--- src/rtl/gnss_clock_monitor_if.sv ---
// Status/clock bundle between the GNSS clock monitor and its surroundings.
// DUTY_CHECK_EN adds the latched high-time outputs.
interface gnss_clock_monitor_if;
  logic        in_clock_GLONASS;
  logic        in_clock_GPS;
  logic        in_clear_fault;
  logic        out_lock_GLONASS;
  logic        out_lock_GPS;
  logic        out_fault_GLONASS;
  logic        out_fault_GPS;
  logic [27:0] out_period_GLONASS;
  logic [27:0] out_period_GPS;
`ifdef DUTY_CHECK_EN
  logic [27:0] out_high_GLONASS;
  logic [27:0] out_high_GPS;

  modport master (
    output in_clock_GLONASS, in_clock_GPS, in_clear_fault,
    input  out_lock_GLONASS, out_lock_GPS,
    input  out_fault_GLONASS, out_fault_GPS,
    input  out_period_GLONASS, out_period_GPS,
    input  out_high_GLONASS, out_high_GPS
  );
  modport slave (
    input  in_clock_GLONASS, in_clock_GPS, in_clear_fault,
    output out_lock_GLONASS, out_lock_GPS,
    output out_fault_GLONASS, out_fault_GPS,
    output out_period_GLONASS, out_period_GPS,
    output out_high_GLONASS, out_high_GPS
  );
`else
  modport master (
    output in_clock_GLONASS, in_clock_GPS, in_clear_fault,
    input  out_lock_GLONASS, out_lock_GPS,
    input  out_fault_GLONASS, out_fault_GPS,
    input  out_period_GLONASS, out_period_GPS
  );
  modport slave (
    input  in_clock_GLONASS, in_clock_GPS, in_clear_fault,
    output out_lock_GLONASS, out_lock_GPS,
    output out_fault_GLONASS, out_fault_GPS,
    output out_period_GLONASS, out_period_GPS
  );
`endif
endinterface

--- src/rtl/gnss_clock_monitor.sv ---
// Period/lock monitor for the divided GLONASS and GPS sample clocks.
// Optional high-time check enabled by DUTY_CHECK_EN.
module gnss_clock_monitor #(
  parameter logic [27:0] DIVISOR_GLONASS = 28'd25,
  parameter logic [27:0] DIVISOR_GPS     = 28'd50,
  parameter logic [27:0] TOLERANCE       = 28'd1,
  parameter int          LOCK_COUNT      = 4,
  parameter logic [27:0] TIMEOUT         = 28'd255
) (
  input logic in_clock,
  input logic in_reset,
  gnss_clock_monitor_if.slave bus
);

  typedef enum logic [1:0] {
    SEARCH,
    VERIFY,
    LOCKED,
    LOST
  } state_t;

  localparam logic [27:0] CNT_MAX = 28'hFFFFFFF;
  localparam logic [3:0]  LOCK_N  = 4'(LOCK_COUNT);

  logic [1:0]  clk_a;
  logic [1:0]  lock_w;
  logic [1:0]  fault_w;
  logic [27:0] period_w [2];
`ifdef DUTY_CHECK_EN
  logic [27:0] high_w [2];
`endif

  assign clk_a = {bus.in_clock_GPS, bus.in_clock_GLONASS};

  for (genvar g = 0; g < 2; g++) begin : g_ch
    localparam logic [27:0] DIV =
      (g == 0) ? DIVISOR_GLONASS : DIVISOR_GPS;
    localparam logic [28:0] HI =
      {1'b0, DIV} + {1'b0, TOLERANCE};
    localparam logic [28:0] LO =
      (DIV >= TOLERANCE) ? {1'b0, DIV - TOLERANCE} : 29'd0;

    logic        s1_q, s2_q, sd_q;
    logic        seen_q;
    logic [27:0] cnt_q, cnt_d;
    logic [27:0] period_q;
    logic [3:0]  good_q;
    logic        lock_q, fault_q;
    state_t      state_q;
    logic        rise, good, high_ok;

    assign rise = s2_q & ~sd_q;

`ifdef DUTY_CHECK_EN
    localparam logic [27:0] HDIV = DIV >> 1;
    localparam logic [28:0] HHI =
      {1'b0, HDIV} + {1'b0, TOLERANCE};
    localparam logic [28:0] HLO =
      (HDIV >= TOLERANCE) ? {1'b0, HDIV - TOLERANCE} : 29'd0;

    logic        fall;
    logic [27:0] hcnt_q, hcnt_d;
    logic [27:0] high_q;

    assign fall = ~s2_q & sd_q;
    assign high_ok = ({1'b0, high_q} >= HLO)
                   && ({1'b0, high_q} <= HHI);

    // The rise cycle itself is the first high cycle.
    always_comb begin
      hcnt_d = hcnt_q;
      if (rise) hcnt_d = 28'd1;
      else if (s2_q && hcnt_q != CNT_MAX)
        hcnt_d = hcnt_q + 28'd1;
    end

    always_ff @(posedge in_clock or posedge in_reset) begin
      if (in_reset) begin
        hcnt_q <= '0;
        high_q <= '0;
      end else begin
        hcnt_q <= hcnt_d;
        if (fall) high_q <= hcnt_q;
      end
    end

    assign high_w[g] = high_q;
`else
    assign high_ok = 1'b1;
`endif

    assign good = (cnt_q != CNT_MAX)
                && ({1'b0, cnt_q} >= LO)
                && ({1'b0, cnt_q} <= HI)
                && high_ok;

    always_comb begin
      cnt_d = cnt_q;
      if (rise) cnt_d = 28'd1;
      else if (cnt_q != CNT_MAX) cnt_d = cnt_q + 28'd1;
    end

    always_ff @(posedge in_clock or posedge in_reset) begin
      if (in_reset) begin
        s1_q     <= 1'b0;
        s2_q     <= 1'b0;
        sd_q     <= 1'b0;
        seen_q   <= 1'b0;
        cnt_q    <= '0;
        period_q <= '0;
      end else begin
        s1_q  <= clk_a[g];
        s2_q  <= s1_q;
        sd_q  <= s2_q;
        cnt_q <= cnt_d;
        if (rise) begin
          seen_q <= 1'b1;
          if (seen_q) period_q <= cnt_q;
        end
      end
    end

    // Fault set in LOST is written last so it beats a same-cycle clear.
    always_ff @(posedge in_clock or posedge in_reset) begin
      if (in_reset) begin
        state_q <= SEARCH;
        good_q  <= '0;
        lock_q  <= 1'b0;
        fault_q <= 1'b0;
      end else begin
        if (bus.in_clear_fault) fault_q <= 1'b0;
        unique case (state_q)
          SEARCH: begin
            if (rise) begin
              state_q <= VERIFY;
              good_q  <= '0;
            end
          end
          VERIFY: begin
            if (rise) begin
              if (good) begin
                good_q <= good_q + 4'd1;
                if (good_q + 4'd1 == LOCK_N) begin
                  state_q <= LOCKED;
                  lock_q  <= 1'b1;
                end
              end else begin
                good_q <= '0;
              end
            end else if (cnt_q > TIMEOUT) begin
              state_q <= SEARCH;
            end
          end
          LOCKED: begin
            if (rise ? !good : (cnt_q > TIMEOUT))
              state_q <= LOST;
          end
          LOST: begin
            lock_q  <= 1'b0;
            fault_q <= 1'b1;
            state_q <= SEARCH;
          end
          default: state_q <= SEARCH;
        endcase
      end
    end

    assign lock_w[g]   = lock_q;
    assign fault_w[g]  = fault_q;
    assign period_w[g] = period_q;
  end

  assign bus.out_lock_GLONASS   = lock_w[0];
  assign bus.out_lock_GPS       = lock_w[1];
  assign bus.out_fault_GLONASS  = fault_w[0];
  assign bus.out_fault_GPS      = fault_w[1];
  assign bus.out_period_GLONASS = period_w[0];
  assign bus.out_period_GPS     = period_w[1];
`ifdef DUTY_CHECK_EN
  assign bus.out_high_GLONASS   = high_w[0];
  assign bus.out_high_GPS       = high_w[1];
`endif

endmodule

--- src/flat_wrapper.sv ---
// flat-port wrapper written by rule: the top's interface ports become plain ports
module gnss_clock_monitor_flat 
#(
  parameter logic [27:0] DIVISOR_GLONASS = 28'd25,
  parameter logic [27:0] DIVISOR_GPS     = 28'd50,
  parameter logic [27:0] TOLERANCE       = 28'd1,
  parameter int          LOCK_COUNT      = 4,
  parameter logic [27:0] TIMEOUT         = 28'd255
)
  (in_clock, in_reset, bus_in_clock_GLONASS, bus_in_clock_GPS, bus_in_clear_fault, bus_out_lock_GLONASS, bus_out_lock_GPS, bus_out_fault_GLONASS, bus_out_fault_GPS, bus_out_period_GLONASS, bus_out_period_GPS);
  gnss_clock_monitor_if bus_i ();
  input logic in_clock;
  input logic in_reset;
  input wire logic [$bits(bus_i.in_clock_GLONASS)-1:0] bus_in_clock_GLONASS;
  input wire logic [$bits(bus_i.in_clock_GPS)-1:0] bus_in_clock_GPS;
  input wire logic [$bits(bus_i.in_clear_fault)-1:0] bus_in_clear_fault;
  output wire logic [$bits(bus_i.out_lock_GLONASS)-1:0] bus_out_lock_GLONASS;
  output wire logic [$bits(bus_i.out_lock_GPS)-1:0] bus_out_lock_GPS;
  output wire logic [$bits(bus_i.out_fault_GLONASS)-1:0] bus_out_fault_GLONASS;
  output wire logic [$bits(bus_i.out_fault_GPS)-1:0] bus_out_fault_GPS;
  output wire logic [$bits(bus_i.out_period_GLONASS)-1:0] bus_out_period_GLONASS;
  output wire logic [$bits(bus_i.out_period_GPS)-1:0] bus_out_period_GPS;
  assign bus_i.in_clock_GLONASS = bus_in_clock_GLONASS;
  assign bus_i.in_clock_GPS = bus_in_clock_GPS;
  assign bus_i.in_clear_fault = bus_in_clear_fault;
  assign bus_out_lock_GLONASS = bus_i.out_lock_GLONASS;
  assign bus_out_lock_GPS = bus_i.out_lock_GPS;
  assign bus_out_fault_GLONASS = bus_i.out_fault_GLONASS;
  assign bus_out_fault_GPS = bus_i.out_fault_GPS;
  assign bus_out_period_GLONASS = bus_i.out_period_GLONASS;
  assign bus_out_period_GPS = bus_i.out_period_GPS;
  gnss_clock_monitor #(.DIVISOR_GLONASS(DIVISOR_GLONASS), .DIVISOR_GPS(DIVISOR_GPS), .TOLERANCE(TOLERANCE), .LOCK_COUNT(LOCK_COUNT), .TIMEOUT(TIMEOUT)) u_core (.in_clock(in_clock), .in_reset(in_reset), .bus(bus_i));
endmodule
--- config.mk ---
export PLATFORM = sky130hd
export DESIGN_NAME = gnss_clock_monitor_flat
export DESIGN_NICKNAME = d
export VERILOG_FILES = /design/src/rtl/gnss_clock_monitor_if.sv /design/src/rtl/gnss_clock_monitor.sv /design/src/flat_wrapper.sv
export SDC_FILE = /design/constraint.sdc
export NUM_CORES = 1
export LEC_CHECK = 0
export CAP_MARGIN = 20
export CORE_AREA = 5 5 112 114
export CTS_CLUSTER_DIAMETER = 200
export DETAILED_ROUTE_END_ITERATION = 8
export DIE_AREA = 0 0 117 119
export PLACE_DENSITY = 0.79
export SLEW_MARGIN = 20
export SYNTH_ARGS = -nofsm -noshare
export SYNTH_HDL_FRONTEND = slang
export SYNTH_SLANG_ARGS = --single-unit
--- constraint.sdc ---
create_clock -name in_clock -period 6.3 [get_ports in_clock]
set_clock_uncertainty 0.15 [all_clocks]
set_input_delay 1.575 -clock in_clock [delete_from_list [all_inputs] [get_ports in_clock]]
set_output_delay 1.575 -clock in_clock [all_outputs]
set_load 0.02 [all_outputs]
== Yosys cells after proc, flatten, opt, wreduce, memory -nomap -nowiden ==
Index checks and enable logic that the tools add are counted.

* Logic and storage cells: 123
* Output and inout bits: 60
* Input port bits: 5
* Bits in registers: 136

* Mux-type cells: 39
* $add $sub $neg: 4
* Bitwise operators: 4
* Reductions and logical operators: 24
* Magnitude comparators: 6
* Equal/unequal tests: 26

{| class="wikitable"
|+ Operators by type and width
! kind !! count
|-
| 2-to-1 mux 28 bit || 4
|-
| adder 28 x 1 -> 28 bit (second input constant) || 2
|-
| > comparator 28 x 8 -> 1 bit (second input constant) || 2
|-
| inequality test 28 bit (second input constant) || 2
|-
| >= comparator 28 x 5 -> 1 bit (second input constant) || 1
|-
| >= comparator 28 x 6 -> 1 bit (second input constant) || 1
|-
| less-or-equal comparator 28 x 5 -> 1 bit (second input constant) || 1
|-
| less-or-equal comparator 28 x 6 -> 1 bit (second input constant) || 1
|-
| 2-to-1 mux 2 bit || 12
|-
| 2-to-1 mux 4 bit || 6
|-
| inequality test 2 x 1 -> 1 bit (second input constant) || 10
|-
| case mux 2 bit (4 select lines) || 2
|-
| case mux 4 bit (2 select lines) || 2
|-
| nonzero test 2 bit || 8
|-
| inequality test 3 bit (second input constant) || 4
|-
| 2-to-1 mux 1 bit || 11
|-
| AND reduction 5 bit || 2
|-
| adder 4 x 1 -> 4 bit (second input constant) || 2
|-
| == test 2 bit (second input constant) || 4
|-
| == test 4 x 3 -> 1 bit (second input constant) || 2
|-
| AND reduction 4 bit || 2
|-
| inequality test 3 x 1 -> 1 bit (second input constant) || 2
|-
| AND reduction 3 bit || 2
|-
| == test 2 x 1 -> 1 bit (second input constant) || 2
|-
| other kinds (7) || 16
|}

== Logic depth before layout (Yosys ltp) ==
Gate-level depths: netlist of the first run.

* Depth in word-level cells: 7
* Gate-level depth with buffers: 8
* Depth with buffers taken out: 7

== Least setup slack after synthesis of the first run ==
Ideal clock, no wire load.

* Kind: register -> register
* Start point: reg u_core.g_ch[0].cnt_q[22]
* End point: reg u_core.g_ch[0].state_q[0]
* Arrival: 2.129 ns
* Stages on the path, launching flop included: 5
* Required time: 6.030 ns
* Setup time: 0.120 ns
* Buffers on the path: 0
* Period minus slack after synthesis: 2.399 ns
* Setup slack: 3.901 ns
* Path through: dfrtp_1 or4_4 or4_4 or4_4 and3_1

* Word-level cells in the longest chain between the ends: 7
* Elaborated cells on any way between the ends: 12
* Those cells by class: 3 x order compare; 4 x eq/ne; 1 x mux; 4 x reduce/logical

{| class="wikitable"
|+ Ends and longest elaborated chain
! what !! RTL line !! RTL
|-
| start: declaration || gnss_clock_monitor.sv:45 || <nowiki>logic [27:0] cnt_q, cnt_d;</nowiki>
|-
| start signal: assignment || gnss_clock_monitor.sv:115 || <nowiki>cnt_q <= cnt_d;</nowiki>
|-
| >= comparator 28 x 5 -> 1 bit / inequality test 28 bit (equally long branches) || gnss_clock_monitor.sv:93, gnss_clock_monitor.sv:92 ||
|-
| logical AND 1 bit || gnss_clock_monitor.sv:93 || <nowiki>&& ({1'b0, cnt_q} >= LO)</nowiki>
|-
| logical AND 1 bit || gnss_clock_monitor.sv:94 || <nowiki>&& ({1'b0, cnt_q} <= HI)</nowiki>
|-
| logical NOT 1 bit || gnss_clock_monitor.sv:155 || <nowiki>if (rise ? !good : (cnt_q > TIMEOUT))</nowiki>
|-
| 2-to-1 mux 1 bit || gnss_clock_monitor.sv:155 ||
|-
| inequality test 2 x 1 -> 1 bit (no source line) || -- ||
|-
| AND reduction 5 bit (no source line) * || -- ||
|-
| end signal: assignment || gnss_clock_monitor.sv:156 || <nowiki>state_q <= LOST;</nowiki>
|-
| end signal: assignment || gnss_clock_monitor.sv:161 || <nowiki>state_q <= SEARCH;</nowiki>
|-
| end signal: assignment || gnss_clock_monitor.sv:163 || <nowiki>default: state_q <= SEARCH;</nowiki>
|-
| end: declaration || gnss_clock_monitor.sv:49 || <nowiki>state_t state_q;</nowiki>
|}

Mark *: on every way between the ends. The rest lies on a longest branch, timed or not.
A chain may end at the register's enable or synchronous reset.

== Final worst setup path of the first run ==
* Start point: reg u_core.g_ch[1].period_q[22] (netlist: u_core.bus.out_period_GPS[22])
* End point: out bus_out_period_GPS[22]

{| class="wikitable"
|+ RTL lines
! what !! RTL line !! RTL
|-
| start: declaration || gnss_clock_monitor.sv:46 || <nowiki>logic [27:0] period_q;</nowiki>
|-
| start signal: assignment || gnss_clock_monitor.sv:118 || <nowiki>if (seen_q) period_q <= cnt_q;</nowiki>
|-
| end: declaration || flat_wrapper.sv:22 || <nowiki>output wire logic [$bits(bus_i.out_period_GPS)-1:0] bus_out_period_GPS;</nowiki>
|}

No word-level cell between the ends.

==> impl_summary.md, run 1 <==
Yosys
The synthesized cell area is 6355 sq um. Sorting the synthesized cells by area gives the leading types as dfrtp_1 54%, mux2_2 8.2%, xnor2_1 4.0%. When the netlist entered floorplanning its net count stood at 610. The synthesis-stage register bit count is 136. Each instance of the synthesized netlist takes up on average 10.64 sq um.

In the synthesized netlist the async set-or-reset flop fraction comes to 1.000. The number of synthesized flops with an enable pin is 0. The main flop type after synthesis is dfrtp_1. The share of synthesized area in the top cell type comes to 0.5355. The number of distinct library cells after synthesis is 50.

The proportion of synthesized chip area in sequential cells is 0.5355. The number of warnings reported in the yosys synthesis log is 0. The leading area contributor after synthesis is dfrtp_1. Counting every instance in the synthesized netlist gives 597.

CTS
TritonCTS built the clock tree. At the later pin of the worst-skew pair, clock insertion delay measures 420 ps. Once the clock tree was built, the setup fixing pass inserted 0 buffers. The number of hold-repair buffers added at the cts stage is 0. Counting the buffers created by CTS gives 17. After clock tree synthesis, the clock-pin slew on the worst setup and hold paths is 60 ps. The clock drives 136 sinks. The maximum clock path buffer count is 2. The buffer type at the clock tree root is clkbuf_16. The H-tree generated during clock tree synthesis spans 4 levels. The number of cells upsized or downsized after cts is 0.

Critical path
The logic depth of the worst register-to-register path is 5. The worst flop-to-flop path endpoint is u_core.g_ch[0].state_q[0]. The buffering stage count on the worst path with inverters included is 1.

STA classifies the critical path startpoint as a flip-flop. The top fanout value on the critical path is 2. The category of cells accounting for the largest share of critical-path delay is buffers and inverters.

The type of the worst setup path is reg -> out. At the worst endpoint, the required time is 4580 ps. The element type at the critical path end is a primary output. STA puts the critical path data arrival time at 1410 ps.

On the worst path, the slowest cell contributes a delay of 620 ps. The critical register-to-register path startpoint is u_core.g_ch[0].cnt_q[15]. The launch point of the worst path is u_core.bus.out_period_GPS[22]. The setup slack on the worst flop-to-flop path is 3630 ps.

Among all stages on the critical path, the largest delay is contributed by clkdlybuf4s50_1. The signal on the critical path passes through clkdlybuf4s50_1.

Pwr
For this design the ratio of total power to cell area is 292.9 nW/um^2. The largest voltage drop on the vdd net is 0.2100 mV. Of the total power, the clock network draws 0.481. The leakage power is 3.385 nW.

The switching share of power is 0.2503. After layout, the design draws a total of 2.279 mW. Cell internal power was estimated by the tool at 1.709 mW. The sequential power share is 0.425. The combinational share of power is 0.094. The analysis attributes to net switching a power of 0.5704 mW.

Placed design
In this run the cell area measured after placement is 7123 sq um. The HPWL after detailed placement is 9665 um. The final weighted congestion in routability-driven placement is 0.8813. The number of cells after detailed placement is 781. The quantity of I/O buffers inserted on ports is 64.

STA
The clock period minus worst slack is 3133 ps. The fraction of the cycle the final worst path needs is 0.4973. Summed over all failing endpoints, the final setup total negative slack is 0 ps. The final-report hold violation count is 0. Setup violations remaining at the end of the flow were counted as 0.

Static timing analysis puts the maximum clock frequency at 319.2 MHz. In this run the tightest slew margin relative to its limit is 0.4112. The final count of pins violating max slew was 0. The actual slew at the worst max-slew pin is 875.1 ps. Setup repair after global routing left no endpoint under its margin.

Final layout
The net count of the finished layout is 670. The layout filler cell count is 825. The proportion of layout cells with a drive suffix above 1 is 0.1493.

In the final layout, flip-flops and latches occupy 3403 sq um. Summing all non-filler instances in the final layout gives an area of 7782 sq um. The footprint of the multi-input gates is 2795 sq um.

The most frequent standard cell in the layout excluding fill and tap cells is dfrtp_1. Relative to the synthesized area, the layout overhead comes to 22.46%. The finished layout holds 813 standard cells, fillers aside. Once layout is complete, the utilization of the core stands at 0.6874.

Leaving out fill and tap cells, the most frequent cells in the layout are 136 x dfrtp_1, 64 x clkdlybuf4s50_1, 51 x nand2_1. The antenna diode instance count is 0.

Floorplanning
The floorplan row count is 39. The core region area is 11320 sq um. In this run the vertical extent of the chip is 119 um. In this run the horizontal extent of the chip is 117 um. The effective utilization at floorplan is 0.5613. The I/O pin total is 65. The die covers 13920 sq um.

Routing
The final antenna-violating net count is 0. The post-detailed-route DRC marker count is 0. After detailed routing, the total wire length is 14370 um. For this block, the via count after detailed routing is 4897.

The detailed router's first-iteration violation count is 393. The via density per instance is 6.023. The first detailed-routing pass took 4 iterations.

After detailed routing, the average wire length per cell comes to 17.68 um.

Run status
The run finished with clean final reports.

Global route
The first global-routing pass estimated 24430 um of wire. The combined global-route utilization of all metal layers is 0.2204. The remaining global-route overflow is 0.

The number of antenna violations at the first check in global routing is 0. The number of global-route vias before repair is 4879. Entering global routing, the biggest net connects 75 pins.

Run
The number of maximum-capacitance violations is 0.

Min path
The path class of the tightest hold or removal check is reg -> reg. The startpoint of the lowest-slack hold path is u_core.g_ch[0].s1_q. The worst hold path cell count is 0. The worst hold path terminates at u_core.g_ch[0].s2_q.
-- how the worst max path moves through the flow --
stage	end	slack, ps	cells past startpoint
final	bus_out_period_GPS[22]	3170	1
after detailed placement	u_core.bus.out_lock_GPS	2970	3
after CTS	bus_out_period_GPS[22]	3150	1
after global routing	bus_out_period_GPS[20]	3120	1
after floorplan	async pin	940	1
after global placement	u_core.bus.out_fault_GLONASS	3000	3
-- per-stage QoR --
stage,hold WS (ps),setup slack [ps]
after global placement,188.3,3004
after floorplan,181.2,935.5
after CTS,197.2,3147
after detailed placement,188.7,2967
final,190.0,3167
after global routing,203.1,3118
-- worst reg2reg max path, stage by stage (launching register included) --
cell	delay (ps)
dfrtp_1	470
nor4_1	400
nand4_1	270
or4_4	580
or4_4	520
and3_1	160
-- power by group through the flow --
stage	clock network [mW]	registers, mW	logic [mW]
2_1_floorplan	0	0.990	0.117
3_3_place_gp	0	0.979	0.206
3_5_place_dp	0	0.982	0.214
4_1_cts	1.11	0.967	0.217
5_1_grt	1.15	0.975	0.237
6_report	1.10	0.968	0.214
-- sequential cells by signal (all words and copies together), names as in the netlist, named ones only --
register,cells
u_core.g_ch.cnt_q,56
u_core.bus.out_period_GLONASS,28
u_core.bus.out_period_GPS,28
u_core.g_ch.good_q,8
u_core.g_ch.s1_q,2
u_core.g_ch.s2_q,2
u_core.g_ch.sd_q,2
u_core.g_ch.seen_q,2
u_core.g_ch.state_q,2
u_core.bus.out_fault_GLONASS,1
u_core.bus.out_fault_GPS,1
u_core.bus.out_lock_GLONASS,1
u_core.bus.out_lock_GPS,1
-- cells in the mapped netlist, drive strengths merged (2+ instances only) --
library cell and n:
mux2i 5, nand4 17, o31ai 6, o21ai 25, nor3 10, o2111ai 2, and3 11, and2 6
a21oi 19, mux2 46, nand2 53, or3 5, dfrtp 136, a31oi 8, ha 8, inv 21
a2111oi 3, clkbuf 23, a211oi 9, or4 10, a311oi 2, xnor2 29, o2bb2ai 3, a41o 4
a21o 4, nor2b 2, a31o 4, and4 10, nand3 20, nor4 25, nor2 48, buf 4
nand2b 9
-- layout make-up --
cell class | count | share of cell area
clock buffer | 18 | 0.05514
clock inverter | 14 | 0.02878
inverter | 21 | 0.01045
multi-input combinational | 413 | 0.3592
sequential | 136 | 0.4373
tap | 143 | 0.02299
timing repair buffer | 68 | 0.08617
-- layer usage --
layer	GRT usage	part of all wire	up-vias
met4	0.08602	0.022	0
li1	-	-	2288
met5	0	0	-
met1	0.2805	0.41	2406
met2	0.3588	0.52	166
met3	0.05730	0.047	37
-- cells by family (layout without fill, tap and decap cells) --
logic type / Yosys count / count (layout) / synth area share
simple gates: 229 / 229 / 0.1904
fa+ha+maj: 8 / 8 / 0.01575
buf+inv: 48 / 121 / 0.02875
flops: 136 / 136 / 0.5355
mux: 51 / 51 / 0.08939
compound gates: 95 / 95 / 0.09884
xor+xnor: 30 / 30 / 0.04135
No activity file was read; power rests on OpenSTA's default activity.
==> run 2, diff against run 1 <==
- clock period: 6.3 -> 3.1 ns (I/O delays scaled with it)
==> impl_summary.md, run 2 (synthesized netlist as in run 1, its figures left out) <==
CTS
The number of buffers added by the clock tree synthesis step is 17 (unchanged). The clock transition at the registers of the reported paths is 50 ps (was 60 ps). The count of H-tree levels built during CTS is 4 (unchanged). The buffer type at the clock tree root is clkbuf_16 (unchanged). The number of clock sinks came to 136 (unchanged). The later-pin clock latency in the skew report was 420 ps (about the same). The number of hold-repair buffers added at the cts stage is 0 (unchanged). The CTS tree is done (unchanged). The number of cells upsized or downsized after cts is 0 (unchanged). The number of post-CTS setup repair buffers is 0 (unchanged). The maximum clock path buffer count is 2 (unchanged).

Final layout
The most flop-heavy register is u_core.g_ch.cnt_q (unchanged). The layout filler cell count is 872 (was 825). The growth of design area from synthesis to finish is 21.84% (was 22.46%).

The proportion of layout cells with a drive suffix above 1 is 0.1471 (was 0.1493). The most frequent standard cell in the layout excluding fill and tap cells is dfrtp_1 (unchanged). The number of flip-flops under the largest register name is 56 (unchanged). Highest-count cells in the layout ignoring fill and taps: 136 x dfrtp_1, 64 x clkdlybuf4s50_1, 53 x nand2_1 (was 136 x dfrtp_1, 64 x clkdlybuf4s50_1, 51 x nand2_1). The antenna diode instance count is 0 (unchanged). The final standard cell count with taps included and fillers excluded is 816 (was 813).

The final layout net count is 674 (was 670).

Critical path
The signal arrival time at the worst endpoint is 2800 ps (was 1410 ps). The top fanout value on the critical path was 6 (was 2). The launch point of the worst path is u_core.g_ch[0].cnt_q[11] (was u_core.bus.out_period_GPS[22]). The element type at the critical path end is a flip-flop (was primary output). The worst endpoint required time came to 3250 ps (was 4580 ps). The logic depth of the worst register-to-register path is 5 (unchanged). The type of the worst setup path is reg -> reg (was reg -> out). The critical register-to-register path startpoint was u_core.g_ch[0].cnt_q[11] (was u_core.g_ch[0].cnt_q[15]).

The kind of launch point of the worst setup path is a flip-flop (unchanged).

Floorplanning
The die footprint is 13920 sq um (unchanged). The I/O pin total is 65 (unchanged). The effective utilization at floorplan is 0.5613 (unchanged). The floorplan row count came to 39 (unchanged).

The core region area is 11320 sq um (unchanged). The overall die height is 119 um (unchanged). The width of the die is 117 um (unchanged).

STA
The final count of pins violating max slew is 0 (unchanged). The total negative slack came to 0 ps (unchanged). Derived from the worst setup path, the maximum achievable clock frequency is 378.4 MHz. The actual slew at the worst max-slew pin is 820.7 ps (was 875.1 ps).

The total setup violations reported at the end of the flow is 0 (unchanged). RSZ-0062 raised after global routing: false (unchanged). The worst-case headroom to the max-slew limit came to 0.4479 (was 0.4112).

The final-report hold violation count came to 0 (unchanged). After layout, the minimum clock period comes to 2643 ps. The fraction of the cycle the final worst path needs is 0.8526.

Placed design
The final weighted congestion in routability-driven placement is 0.9199 (was 0.8813). The quantity of I/O buffers inserted on ports is 64 (unchanged). The half-perimeter wire length of the detailed placement result is 9473 um (was 9665 um). The number of cells after detailed placement is 785 (was 781).

Global route
The first-pass GRT wire length is 24090 um (was 24430 um). The global-route met1 utilization is 0.2815 (was 0.2805). The layer carrying the most global-route usage is met2 (unchanged). The global-route met2 utilization was 0.3471 (was 0.3588). The met3 track demand over resource in global routing was 0.04868 (was 0.05730). The pin count of the biggest net entering global routing came to 137 (was 75). The remaining global-route overflow is 0 (unchanged). The combined global-route utilization of all metal layers came to 0.2173 (was 0.2204). The number of antenna violations at the first check in global routing is 0 (unchanged). The number of global-route vias before repair is 4948 (was 4879).

Routing
The total wirelength of the detailed-routed design is 13810 um (was 14370 um). The length of the first detailed-routing pass in iterations is 6 (was 4). The post-detailed-route DRC marker count is 0 (unchanged). The overall via count from detail_route came to 4844 (was 4897).

The detailed router's first-iteration violation count is 312 (was 393). The via density per instance is 5.936 (was 6.023). The average detailed-routed wire length per instance is 16.92 um (was 17.68 um). The final antenna-violating net count came to 0 (unchanged).

Pwr
The largest voltage drop on the vdd net was 0.5176 mV (was 0.2100 mV). The internal power is 3.356 mW (was 1.709 mW). The power density over cell area came to 572.0 nW/um^2 (was 292.9 nW/um^2).

The switching share of power is 0.2423 (was 0.2503). The leakage power is 3.394 nW (was 3.385 nW). The combinational share of power is 0.098 (was 0.094). The sequential power share is 0.445 (was 0.425). The power share of the clock group was 0.457 (was 0.481). The switching component of the power was 1.073 mW (was 0.5704 mW).

Min path
The path type of the worst min-delay path was reg -> reg (unchanged). The worst hold path cell count was 0 (unchanged). The startpoint of the lowest-slack hold path is u_core.g_ch[0].s1_q (unchanged).

Run
The number of maximum-capacitance violations is 0 (unchanged).

Run status
Status: completed (unchanged).
run 2: power by group through the flow:
stage	sequential, mW	clock [mW]	combinational, mW
6_report	1.97	2.02	0.435
5_1_grt	1.99	2.13	0.481
4_1_cts	1.97	2.05	0.441
3_5_place_dp	2.00	0	0.435
3_3_place_gp	1.99	0	0.424
2_1_floorplan	2.01	0	0.239
run 2: cell type report:
class	count	area [sq um]	area share
clock buffers	21	470.5	0.06076
clock inverters	10	125.1	0.01616
inverters	21	82.58	0.01067
multi-input cells	413	2769	0.3576
repair buffers	72	713.2	0.09211
flip-flops and latches	136	3403	0.4396
well taps	143	178.9	0.02311
run 2: critical path: stages (launching register included):
cell	delay [ps]
dfrtp_1	420
nor4_1	460
nand4_1	260
or4_4	560
or4_4	520
and3_1	160
run 2: path summary, 6_finish.rpt:
check / slack (ps) / end
min in group asynchronous: 730 / u_core.bus.out_fault_GPS
max in group asynchronous: 1470 / u_core.g_ch[1].good_q[3]
worst min-delay path: 200 / u_core.g_ch[0].s2_q
worst max register to register: 460 / u_core.g_ch[0].state_q[0]
worst max-delay path: 460 / u_core.g_ch[0].state_q[0]
worst min register to register: 200 / u_core.g_ch[0].s2_q
run 2: layer usage:
metal	routed length, um	part of all wire
met3	690	0.050
met4	401	0.029
met2	6887	0.50
met1	5826	0.42
met5	0	0
run 2: per-stage QoR:
step | area [sq um] | setup slack (ps) | util | total power [mW] | hold WS [ps]
floorplan | 6359 | 481.9 | - | 2.252 | 181.2
global placement | 7147 | 530.5 | 0.6313 | 2.412 | 190.2
detailed placement | 7147 | 497.4 | 0.6313 | 2.433 | 191.0
CTS | 7742 | 486.3 | 0.6839 | 4.466 | 203.0
global route | 7742 | 363.3 | 0.6839 | 4.600 | 213.6
finish | 7742 | 457.1 | 0.6839 | 4.429 | 199.8
